===== src/rtl/srmem_single_feeder_if.sv =====
// Feeder-side bus of a single-bank srmem: upstream PCH-info stream plus the
// controller's serial fill interface and its phase-status inputs.
interface srmem_single_feeder_if #(
   parameter int DATA_BW = 8
);
   // upstream valid/ready stream
   logic               src_valid;
   logic [DATA_BW-1:0] src_data;
   logic               src_ready;
   // srmem controller fill interface and status
   logic               wrfull;
   logic               wrend;
   logic               rdend;
   logic               valid_din;
   logic [DATA_BW-1:0] din;
   logic               is_lastdin;

   // feeder side
   modport master (
      input  src_valid, src_data, wrfull, wrend, rdend,
      output src_ready, valid_din, din, is_lastdin
   );

   // environment side: upstream source plus srmem controller
   modport slave (
      output src_valid, src_data, wrfull, wrend, rdend,
      input  src_ready, valid_din, din, is_lastdin
   );
endinterface


===== src/rtl/srmem_single_feeder.sv =====
// Write-side producer for one single-bank srmem controller. Streams one batch
// of PCH-info entries into the controller's serial fill port, flags the final
// entry, then waits for the reader to drain the batch before taking a new start.
module srmem_single_feeder #(
   parameter  int NUM_RDPORT = 4,
   parameter  int LEN_SRMEM  = 4,
   parameter  int DATA_BW    = 8,
   localparam int NUM_ENTRY  = NUM_RDPORT * LEN_SRMEM,
   localparam int CNT_BW     = $clog2(NUM_ENTRY) + 1
) (
   input  logic                     clk,
   input  logic                     rst,
   input  logic                     start,
   input  logic [CNT_BW-1:0]        num_entry,
   srmem_single_feeder_if.master    bus,
   output logic                     busy,
   output logic                     done,
   output logic                     err
);

   localparam logic [CNT_BW-1:0] MAX_LEN = CNT_BW'(NUM_ENTRY);

   typedef enum logic [1:0] {
      IDLE    = 2'd0,
      STREAM  = 2'd1,
      WAIT_RD = 2'd2
   } state_t;

   state_t            state;
   logic [CNT_BW-1:0] len;   // batch length after clamping
   logic [CNT_BW-1:0] cnt;   // entries taken from upstream so far

   logic hs;        // upstream handshake this cycle
   logic accept;    // controller consumes the registered entry
   logic last_acc;  // controller consumes the final entry of the batch

   // Upstream may only push when the output register frees up this cycle and
   // the batch still has entries outstanding.
   assign bus.src_ready = (state == STREAM) && (cnt < len) &&
                          (!bus.valid_din || !bus.wrfull);
   assign hs       = bus.src_valid && bus.src_ready;
   assign accept   = bus.valid_din && !bus.wrfull;
   assign last_acc = accept && bus.is_lastdin;
   assign busy     = (state != IDLE);

   // Batch FSM, one-entry output register and sticky protocol-error flag.
   always_ff @(posedge clk) begin
      if (rst) begin
         state          <= IDLE;
         len            <= '0;
         cnt            <= '0;
         bus.valid_din  <= 1'b0;
         bus.din        <= '0;
         bus.is_lastdin <= 1'b0;
         done           <= 1'b0;
         err            <= 1'b0;
      end else begin
         done <= 1'b0;

         // Fill-end must coincide exactly with acceptance of the last entry;
         // read-end is meaningless while still streaming.
         if ((bus.wrend && !last_acc) ||
             (last_acc && !bus.wrend) ||
             (bus.rdend && state == STREAM))
            err <= 1'b1;

         case (state)
            IDLE: begin
               // zero-length requests are dropped, oversize ones clamped
               if (start && num_entry != '0) begin
                  len   <= (num_entry > MAX_LEN) ? MAX_LEN : num_entry;
                  cnt   <= '0;
                  state <= STREAM;
               end
            end

            STREAM: begin
               if (hs) begin
                  bus.valid_din  <= 1'b1;
                  bus.din        <= bus.src_data;
                  bus.is_lastdin <= (cnt == len - CNT_BW'(1));
                  cnt            <= cnt + CNT_BW'(1);
               end else if (accept) begin
                  bus.valid_din  <= 1'b0;
               end
               // cnt==len once the last entry is registered, so no handshake
               // can collide with its acceptance
               if (last_acc) begin
                  bus.valid_din  <= 1'b0;
                  bus.is_lastdin <= 1'b0;
                  state          <= WAIT_RD;
               end
            end

            WAIT_RD: begin
               if (bus.rdend) begin
                  done  <= 1'b1;
                  state <= IDLE;
               end
            end

            default: state <= IDLE;
         endcase
      end
   end

endmodule


===== src/flat_wrapper.sv =====
// flat-port wrapper written by rule: the top's interface ports become plain ports
module srmem_single_feeder_flat 
#(
   parameter  int NUM_RDPORT = 4,
   parameter  int LEN_SRMEM  = 4,
   parameter  int DATA_BW    = 8,
   localparam int NUM_ENTRY  = NUM_RDPORT * LEN_SRMEM,
   localparam int CNT_BW     = $clog2(NUM_ENTRY) + 1
)
  (clk, rst, start, num_entry, busy, done, err, bus_src_valid, bus_src_data, bus_wrfull, bus_wrend, bus_rdend, bus_src_ready, bus_valid_din, bus_din, bus_is_lastdin);
  srmem_single_feeder_if #(.DATA_BW(DATA_BW)) bus_i ();
  input  logic clk;
  input  logic rst;
  input  logic start;
  input  logic [CNT_BW-1:0] num_entry;
  output logic busy;
  output logic done;
  output logic err;
  input wire logic [$bits(bus_i.src_valid)-1:0] bus_src_valid;
  input wire logic [$bits(bus_i.src_data)-1:0] bus_src_data;
  input wire logic [$bits(bus_i.wrfull)-1:0] bus_wrfull;
  input wire logic [$bits(bus_i.wrend)-1:0] bus_wrend;
  input wire logic [$bits(bus_i.rdend)-1:0] bus_rdend;
  output wire logic [$bits(bus_i.src_ready)-1:0] bus_src_ready;
  output wire logic [$bits(bus_i.valid_din)-1:0] bus_valid_din;
  output wire logic [$bits(bus_i.din)-1:0] bus_din;
  output wire logic [$bits(bus_i.is_lastdin)-1:0] bus_is_lastdin;
  assign bus_i.src_valid = bus_src_valid;
  assign bus_i.src_data = bus_src_data;
  assign bus_i.wrfull = bus_wrfull;
  assign bus_i.wrend = bus_wrend;
  assign bus_i.rdend = bus_rdend;
  assign bus_src_ready = bus_i.src_ready;
  assign bus_valid_din = bus_i.valid_din;
  assign bus_din = bus_i.din;
  assign bus_is_lastdin = bus_i.is_lastdin;
  srmem_single_feeder #(.NUM_RDPORT(NUM_RDPORT), .LEN_SRMEM(LEN_SRMEM), .DATA_BW(DATA_BW)) u_core (.clk(clk), .rst(rst), .start(start), .num_entry(num_entry), .bus(bus_i), .busy(busy), .done(done), .err(err));
endmodule

===== config.mk =====
export PLATFORM = sky130hd
export DESIGN_NAME = srmem_single_feeder_flat
export DESIGN_NICKNAME = d
export VERILOG_FILES = /design/src/rtl/srmem_single_feeder_if.sv /design/src/rtl/srmem_single_feeder.sv /design/src/flat_wrapper.sv
export SDC_FILE = /design/constraint.sdc
export NUM_CORES = 1
export LEC_CHECK = 0
export ABC_AREA = 1
export BUFFER_PORTS_ARGS = -buffer_cell sky130_fd_sc_hd__buf_2
export CORE_MARGIN = 5
export CORE_UTILIZATION = 44
export DETAILED_ROUTE_END_ITERATION = 8
export GPL_ROUTABILITY_DRIVEN = 0
export PLACE_DENSITY = 0.71
export SLEW_MARGIN = 10
export SYNTH_ARGS = -nofsm -noshare
export SYNTH_HDL_FRONTEND = slang
export SYNTH_SLANG_ARGS = --single-unit

===== constraint.sdc =====
create_clock -name clk -period 1.4 [get_ports clk]
set_input_delay 0.21 -clock clk [delete_from_list [all_inputs] [get_ports clk]]
set_output_delay 0.21 -clock clk [all_outputs]
set_load 0.02 [all_outputs]

==> results.json, run 1 <==
{
  "status": "finished, violations left",
  "violations": "setup timing",
  "coreArea_um2": 3030,
  "fin_util": 0.671,
  "pwr-share-clk": 0.250,
  "grt_pass1_wl_um": 5990,
  "yosys-top-cells-area": "dfxtp_1, nand2_1, a21oi_1",
  "cp.arrival_ps": 1490,
  "synth_edf_count": 0,
  "cts_hold_buf": 0,
  "fp.dieH_um": 65.8,
  "peakVddDrop_mv": 0.843,
  "dp_slack_ps": -96.6,
  "synth_area_um2": 1370,
  "hpwl_um": 2630,
  "synth_most_common_cell": "nand2_1",
  "yosys_register_bits": 24,
  "worstMarginPinSlew_ps": 325,
  "drt-initial-drc-count": 39,
  "min_period_ps": 1700,
  "critical-path-max-stage-delay_ps": 360,
  "yosys.area.top_type": "dfxtp_1",
  "cts_buffer_depth": 2,
  "die_area_um2": 4330,
  "fin_ws_ps": -296,
  "routed.top_layer": "met4",
  "start_util": 0.452,
  "cpMostUsedCell": "inv_2",
  "swShare": 0.337,
  "rows": 20,
  "drc": 0,
  "wl_met3_um": 251,
  "crit_fanout": 2,
  "h-tree-depth": 1,
  "diodes": 0,
  "netlist_instances": 211,
  "drive_gt1_frac": 0.410,
  "max_freq_mhz": 590,
  "globalRouteOverflowTotal": 0,
  "post-route-period-util": 1.21,
  "report.final.hold_viol_count": 0,
  "synth.yosys.warnings": 0,
  "ys_seq_area_frac": 0.351,
  "clock_sinks": 24,
  "routedWlPerCell_um": 12.9,
  "postRouteAntennaNets": 0,
  "grt_pass1_vias": 1411,
  "power_frac_seq": 0.373,
  "syn_avg_cell_area_um2": 6.49,
  "ios": 34,
  "slew_violations": 0,
  "syn2layout_area_growth_pct": 48.2,
  "setup_violations": 16,
  "critPathSlowestCell": "dfxtp_2",
  "clk_latency_ps": 330,
  "end_kind": "output port",
  "synth_fp_nets": 238,
  "die_w_um": 65.8,
  "power_density_nw_per_um2": 1030,
  "dr_wl_met2_um": 2020,
  "relSlewSlack": 0.782,
  "cts_root_buf": "clkbuf_4",
  "cts_tree": "built",
  "yosysUniqueCellTypes": 28,
  "wl_met1_um": 1680,
  "rsz0062_at_grt": "true",
  "skew_ps": 4.34,
  "p_sw_uw": 705,
  "routed_wl_um": 4030,
  "path_class": "reg2out",
  "antenna_found_initial": 0,
  "max_cap_viol_count": 0,
  "comb_power_share": 0.377,
  "p_leak_nw": 0.997,
  "first_pass_iters": 5,
  "worstPathCellList": "inv_2, ha_4, nand2_1, nand2_2, nor2_4, nand3_2, inv_2, buf_6",
  "dominantRegCellSynth": "dfxtp_1",
  "final_nets": 296,
  "fillers": 248,
  "synth_top_cell_area_share": 0.351,
  "routed-via-count": 1547,
  "portBuffers": 33,
  "synth_common_cells": "nand2_1, dfxtp_1, inv_1",
  "worstPathRequired_ps": 1190,
  "viasPerCell": 4.96,
  "globalRouteTotalUtil": 0.174,
  "internal_power_mw": 1.38,
  "hold_class": "in2reg",
  "path_clk_slew_ps": 140,
  "synthArstFlopShare": 0,
  "grt_max_degree": 21,
  "cts_made_buffers": 3,
  "cp-start-kind": "flip-flop"
}
-- flip-flops by register name, summed over array words and instances (netlist names) --
register / count
u_core.bus.din: 8
u_core.bus.is_lastdin: 1
u_core.bus.valid_din: 1
u_core.cnt: 5
u_core.done: 1
u_core.err: 1
u_core.len: 5
u_core.state: 2
-- placed cells by master (no fill, tap or decap), types with 5 or more instances in the layout --
master	count
nand2_1	57
buf_2	31
inv_1	19
nor2_1	19
buf_4	19
dfxtp_1	17
nand3_1	15
a21oi_1	13
inv_2	11
nand2_2	8
a21oi_2	8
dfxtp_2	7
buf_6	5
-- final timing paths --
check,endpoint,start,slack [ps],cells after the start
hold reg to reg,u_core.bus.din[5],u_core.bus.din[5],480,2
setup / recovery,bus_src_ready,u_core.len[4],-300,8
hold / removal,u_core.bus.din[3],bus_src_data[3],100,3
setup reg to reg,u_core.cnt[0],u_core.cnt[3],-260,11
-- per-layer routing --
layer / vias up / global-route usage
met5: - / 0
met4: 0 / 0.0648
met3: 10 / 0.0272
met2: 62 / 0.308
met1: 691 / 0.211
li1: 784 / -
-- area by class of cell --
cell class                      count  area (um2)  area share
Sequential cell                    24         489       0.241
Inverter                           31         129      0.0635
Clock inverter                      1        30.0      0.0148
Clock buffer                        3        22.5      0.0111
Tap cell                           44        55.1      0.0271
Multi-Input combinational cell    151         881       0.434
Timing Repair Buffer               58         424       0.209
-- cell families (layout without fill, tap and decap cells) --
group                    count (synthesis)  after routing  share of synthesized area
AND/OR/NAND/NOR                        115            115                      0.361
adder cells (fa/ha/maj)                  7              7                     0.0639
flip-flops                              24             24                      0.351
AO/OA/AOI/OAI                           28             28                      0.107
buffers and inverters                   36             93                      0.111
XOR/XNOR                                 1              1                    0.00639
-- timing repair --
item	CTS	global route
gates resized for setup	12	31
pin swaps	5	7
gates cloned	0	3
setup endpoints to repair	17	17
setup buffers	3	3
-- through the flow --
stage	area, um2	std cells	hold slack, ps	total power, mW	TNS, ps
final	2030	312	98.6	2.09	-3640
after global routing	2030	312	104	2.19	-5170
after CTS	1830	306	93.5	1.93	-3050
after detailed placement	1700	299	453	1.34	-1170
after global placement	1700	299	441	1.33	-724
after floorplan	1380	211	351	1.15	0
-- power by group through the flow --
stage	Clock, mW	Combinational (mW)	Sequential [mW]
2_1_floorplan	0	0.342	0.808
3_3_place_gp	0	0.553	0.778
3_5_place_dp	0	0.562	0.779
4_1_cts	0.533	0.623	0.772
5_1_grt	0.547	0.863	0.784
6_report	0.523	0.788	0.778
-- worst max-delay path, delay by kind of cell (launching register included) --
family	cells	cell delay [ps]
buffers and inverters	3	240
flip-flops	1	360
AND/OR/NAND/NOR	4	340
adder cells (fa/ha/maj)	1	220
(Power assumes the default switching activity.)
==> run 2, diff against run 1 <==
--- a/config.mk
+++ b/config.mk
@@ -7,12 +7,10 @@
 export LEC_CHECK = 0
 export ABC_AREA = 1
 export BUFFER_PORTS_ARGS = -buffer_cell sky130_fd_sc_hd__buf_2
-export CORE_MARGIN = 5
 export CORE_UTILIZATION = 44
 export DETAILED_ROUTE_END_ITERATION = 8
 export GPL_ROUTABILITY_DRIVEN = 0
 export PLACE_DENSITY = 0.71
-export SLEW_MARGIN = 10
 export SYNTH_ARGS = -nofsm -noshare
 export SYNTH_HDL_FRONTEND = slang
 export SYNTH_SLANG_ARGS = --single-unit
==> run 2 against run 1 <==
The run still ends with setup timing left. Critical path depth fell by 1. Core utilization rose by 1.2 points. Final area fell by 4.1%. Critical path type unchanged. Critical endpoint unchanged.
==> results.json, run 2 (synthesis gave the netlist of run 1 again) <==
{
  "cts_root_buf": "clkbuf_4",
  "setup_violations": 16,
  "grt_pass1_wl_um": 5600,
  "relSlewSlack": 0.790,
  "worstPathCellList": "ha_4, nand2_2, nand2_2, nor2_4, nand3_2, inv_2, buf_6",
  "hold_end": "u_core.bus.din[7]",
  "report.final.hold_viol_count": 0,
  "design_area_um2": 1950,
  "dp_slack_ps": -103,
  "total_power_mw": 1.99,
  "place_area_um2": 1730,
  "routedWlPerCell_um": 11.7,
  "cts_buffer_depth": 2,
  "r2r_start": "u_core.cnt[4]",
  "path_clk_slew_ps": 140,
  "reg.largest.list": "u_core.bus.din x8, u_core.cnt x5, u_core.len x5",
  "cp-start-kind": "flip-flop",
  "dp_cells": 293,
  "path_class": "reg2out",
  "cp.depth": 7,
  "fin_ws_ps": -314,
  "globalRouteTotalUtil": 0.215,
  "final_nets": 300,
  "drt-initial-drc-count": 62,
  "p_leak_nw": 1.00,
  "slew_violations": 0,
  "hpwl_um": 2550,
  "power_density_nw_per_um2": 1020,
  "violations": "setup timing",
  "rr_worst_depth": 9,
  "most-common-layout-cells": "nand2_1, buf_2, buf_4",
  "max_cap_viol_count": 0,
  "antenna_found_initial": 0,
  "cpMostUsedCell": "nand2_2",
  "critical-path-max-stage-delay_ps": 420,
  "mostFrequentLayoutCell": "nand2_1",
  "regToRegSetupSlack_ps": -270,
  "die_w_um": 57.8,
  "globalRouteOverflowTotal": 0,
  "routed_wl_um": 3550,
  "grt_max_degree": 17,
  "portBuffers": 33,
  "syn2layout_area_growth_pct": 42.2,
  "clock_sinks": 24,
  "min_period_ps": 1710,
  "status": "finished, violations left",
  "ios": 34,
  "max_freq_mhz": 584,
  "worstMarginPinSlew_ps": 314,
  "path_buf_inv": 2,
  "h-tree-depth": 1,
  "clk_latency_ps": 320,
  "worstPathRequired_ps": 1190,
  "viasPerCell": 4.94,
  "holdPathStages": 3,
  "skew_ps": 12.8,
  "rsz0062_at_grt": "true",
  "drc": 0,
  "drive_gt1_frac": 0.368,
  "cts_hold_buf": 0,
  "diodes": 0,
  "first_pass_iters": 4,
  "post-route-period-util": 1.22,
  "start_util": 0.480,
  "crit_fanout": 2,
  "routed-via-count": 1497,
  "critical-path-top-delay-family": "flip-flops",
  "reg2reg_to": "u_core.cnt[1]",
  "die_area_um2": 3340,
  "postRouteAntennaNets": 0,
  "grt_pass1_vias": 1308,
  "coreArea_um2": 2850,
  "cp.arrival_ps": 1500,
  "cts_made_buffers": 3,
  "fp.dieH_um": 57.8,
  "largest_register_ff_count": 8,
  "fin_cells": 303,
  "hold_class": "in2reg",
  "hold_start": "bus_src_data[7]",
  "rows": 19,
  "end_kind": "output port",
  "peakVddDrop_mv": 0.620,
  "regMostFlops": "u_core.bus.din",
  "cts_tree": "built",
  "critPathSlowestCell": "dfxtp_1"
}
-- run 2: cell count changes in the layout (fill, tap and decap cells not counted), moves of 2 or more --
cell and delta:
nor2_4 -2, clkbuf_16 -2, a21oi_1 +6, buf_4 +7
nand2_1 +3, a21oi_2 -6, inv_2 -2, nand2_2 -3
inv_1 +2, buf_6 -3
-- run 2: metrics by stage --
step	hold slack [ps]	utilization	setup TNS (ps)
after detailed placement	450	0.607	-1190
after global placement	444	0.607	-972
after CTS	114	0.665	-3130
after global routing	93.3	0.683	-4730
after floorplan	351	-	0
final	119	0.683	-3270
-- run 2: metal layers --
metal / global-route usage / part of all wire
met1: 0.294 / 0.49
met2: 0.358 / 0.48
met3: 0.0268 / 0.027
met4: 0.0612 / 0.0084
met5: 0 / 0
-- run 2: worst max path at each step --
stage	end	start
floorplan	u_core.cnt[0]	u_core.len[2]
global placement	u_core.cnt[0]	u_core.len[4]
detailed placement	u_core.cnt[0]	u_core.len[4]
CTS	bus_src_ready	u_core.len[4]
global route	bus_src_ready	u_core.cnt[4]
finish	bus_src_ready	u_core.cnt[4]
-- run 2: repair_timing --
| action | CTS | global route |
|---|---|---|
| gates resized for setup | 11 | 11 |
| gates cloned | 1 | 0 |
| pin swaps | 5 | 5 |
| setup endpoints to repair | 17 | 17 |
| setup buffers | 3 | 2 |
-- run 2: worst min-delay path: cells and delay by family --
family          cells  cell delay, ps
compound gates      1              50
simple gates        1              50
buf+inv             1             100
-- run 2: area by class of cell --
class                      count  area [um2]
sequential                    24         488
fill                         259         905
clock buffer                   3        22.5
inverter                      31         121
clock inverter                 1        30.0
tap                           31        38.8
multi-input combinational    151         817
timing repair buffer          62         430
-- run 2: power by group --
part	internal (mW)	total, mW	switching, mW
Sequential	0.735	0.771	0.0365
Combinational	0.335	0.723	0.388
Clock	0.289	0.495	0.206
Total	1.36	1.99	0.631
==> run 3, diff against run 2 <==
--- a/config.mk
+++ b/config.mk
@@ -7,10 +7,11 @@
 export LEC_CHECK = 0
 export ABC_AREA = 1
 export BUFFER_PORTS_ARGS = -buffer_cell sky130_fd_sc_hd__buf_2
-export CORE_UTILIZATION = 44
+export CORE_UTILIZATION = 47
 export DETAILED_ROUTE_END_ITERATION = 8
 export GPL_ROUTABILITY_DRIVEN = 0
-export PLACE_DENSITY = 0.71
+export PLACE_DENSITY = 0.75
 export SYNTH_ARGS = -nofsm -noshare
 export SYNTH_HDL_FRONTEND = slang
 export SYNTH_SLANG_ARGS = --single-unit
+export TNS_END_PERCENT = 30
==> run 3 against run 2 <==
The run still ends with setup timing left. Largest cell class unchanged. Cell count is 0.99% lower. Largest power group unchanged. Critical path type is now reg2reg. Global-route usage is 4.5 points higher. Critical path depth is 4 higher. Total power is 2.2% higher. Flip-flop and latch count stayed put. Highest routed layer unchanged. First-iteration DRC count stayed put. Count of clock-buffer cells in the layout stayed put. Setup slack worse by 11 ps. Final area is 2.1% higher. Core utilization is 3.9 points higher. Non-clock buffer count is 4 lower. Sequential share of layout area is 0.46 points lower.
==> results.json, run 3 (synthesis gave the netlist of run 1 again) <==
{
  "status": "finished, violations left",
  "violations": "setup timing",
  "design_area_um2": 1990,
  "path_class": "reg2reg",
  "clock_sinks": 24,
  "cts_root_buf": "clkbuf_4",
  "slew_violations": 0,
  "start_util": 0.497,
  "drc": 0,
  "most-common-layout-cells": "nand2_1, buf_2, inv_1",
  "post-route-period-util": 1.23,
  "drive_gt1_frac": 0.401,
  "portBuffers": 33,
  "rr_worst_depth": 11,
  "peakVddDrop_mv": 0.855,
  "skew_ps": 4.27,
  "cpMostUsedCell": "nand2_2",
  "cts_tree": "built",
  "ios": 34,
  "dp_slack_ps": -108,
  "h-tree-depth": 1,
  "clk_latency_ps": 320,
  "report.final.hold_viol_count": 0,
  "worstPathCellList": "inv_2, ha_1, nand2_2, inv_1, nand2_1, buf_4, nand4_4, buf_12, clkinv_4, nand2_2, a21oi_2",
  "worstPathRequired_ps": 1660,
  "power_frac_seq": 0.380,
  "hold_class": "in2reg",
  "regMostFlops": "u_core.bus.din",
  "worstMarginPinSlew_ps": 389,
  "power_density_nw_per_um2": 1020,
  "p_leak_nw": 1.01,
  "grt_max_degree": 17,
  "max_cap_viol_count": 0,
  "globalRouteOverflowTotal": 0,
  "first_pass_iters": 4,
  "critPathSlowestCell": "dfxtp_2",
  "die_w_um": 56.0,
  "syn2layout_area_growth_pct": 45.2,
  "path_clk_slew_ps": 140,
  "postRouteAntennaNets": 0,
  "final_nets": 297,
  "coreArea_um2": 2760,
  "fp.dieH_um": 56.0,
  "routedWlPerCell_um": 12.8,
  "place_area_um2": 1690,
  "viasPerCell": 5.21,
  "reg.largest.list": "u_core.bus.din x8, u_core.cnt x5, u_core.len x5",
  "cts_buffer_depth": 2,
  "die_area_um2": 3130,
  "routed_wl_um": 3840,
  "max_freq_mhz": 580,
  "routed-via-count": 1563,
  "crit_fanout": 6,
  "pwr-share-clk": 0.252,
  "cp-start-kind": "flip-flop",
  "grt_pass1_wl_um": 6480,
  "end_kind": "flip-flop",
  "rsz0062_at_grt": "true",
  "globalRouteTotalUtil": 0.260,
  "largest_register_ff_count": 8,
  "mostFrequentLayoutCell": "nand2_1",
  "fillers": 224,
  "internal_power_mw": 1.36,
  "antenna_found_initial": 0,
  "comb_power_share": 0.368,
  "rows": 19,
  "swShare": 0.329,
  "min_period_ps": 1720,
  "holdPathStages": 3,
  "cts_hold_buf": 0,
  "drt-initial-drc-count": 62,
  "cts_made_buffers": 3,
  "grt_pass1_vias": 1529,
  "p_sw_uw": 670,
  "cp.arrival_ps": 1990,
  "diodes": 0,
  "critical-path-max-stage-delay_ps": 360,
  "fin_ws_ps": -324,
  "relSlewSlack": 0.740,
  "setup_violations": 16,
  "hpwl_um": 2470
}
run 3: per-stage QoR:
stage	TNS [ps]	util	power (mW)	hold slack, ps	instances
after global routing	-5780	0.721	2.15	89.0	300
after floorplan	0	-	1.15	351	211
after CTS	-3660	0.706	1.98	109	300
final	-4270	0.721	2.03	109	300
after detailed placement	-1070	0.614	1.34	454	288
after global placement	-623	0.614	1.33	449	288
run 3: cell type report:
type	instances	area, um2	share of cell area
Multi-Input combinational cell	151	858	0.431
Sequential cell	24	489	0.246
Timing Repair Buffer	58	413	0.208
Inverter	31	129	0.0648
Tap cell	31	38.8	0.0195
Clock inverter	1	30.0	0.0151
Clock buffer	3	22.5	0.0113
Timing Repair inverter	1	8.76	0.00440
run 3: timing repair:
item	4_1_cts	5_1_grt
buffers inserted	5	0
pin swaps	7	8
cloned	3	0
gates resized for setup	24	15
endpoints found under the setup margin	17	17
run 3: worst paths after layout:
check / to / start / slack (ps)
min reg2reg: u_core.bus.din[2] / u_core.bus.din[2] / 470
max reg2reg: u_core.bus.din[5] / u_core.len[3] / -320
min: u_core.bus.din[4] / bus_src_data[4] / 110
max: u_core.bus.din[5] / u_core.len[3] / -320
run 3: power groups by stage:
| stage | Sequential, mW | Combinational (mW) | Clock [mW] |
|---|---|---|---|
| 2_1_floorplan | 0.808 | 0.342 | 0 |
| 3_3_place_gp | 0.779 | 0.550 | 0 |
| 3_5_place_dp | 0.780 | 0.561 | 0 |
| 4_1_cts | 0.771 | 0.698 | 0.516 |
| 5_1_grt | 0.779 | 0.824 | 0.546 |
| 6_report | 0.773 | 0.749 | 0.512 |
run 3: worst max-delay path: cells and delay by family, from the launching register on:
kind            cells  cell delay [ps]
flops               1              360
fa+ha+maj           1              280
buf+inv             5              500
compound gates      1              150
simple gates        4              390
run 3: routing by layer:
layer,wire [um],track usage,vias to the layer above,share of wire
met5,0,0,-,0
met4,82,0.132,0,0.021
met3,220,0.0395,10,0.057
met2,1900,0.420,64,0.49
met1,1640,0.336,691,0.43
li1,-,-,798,-
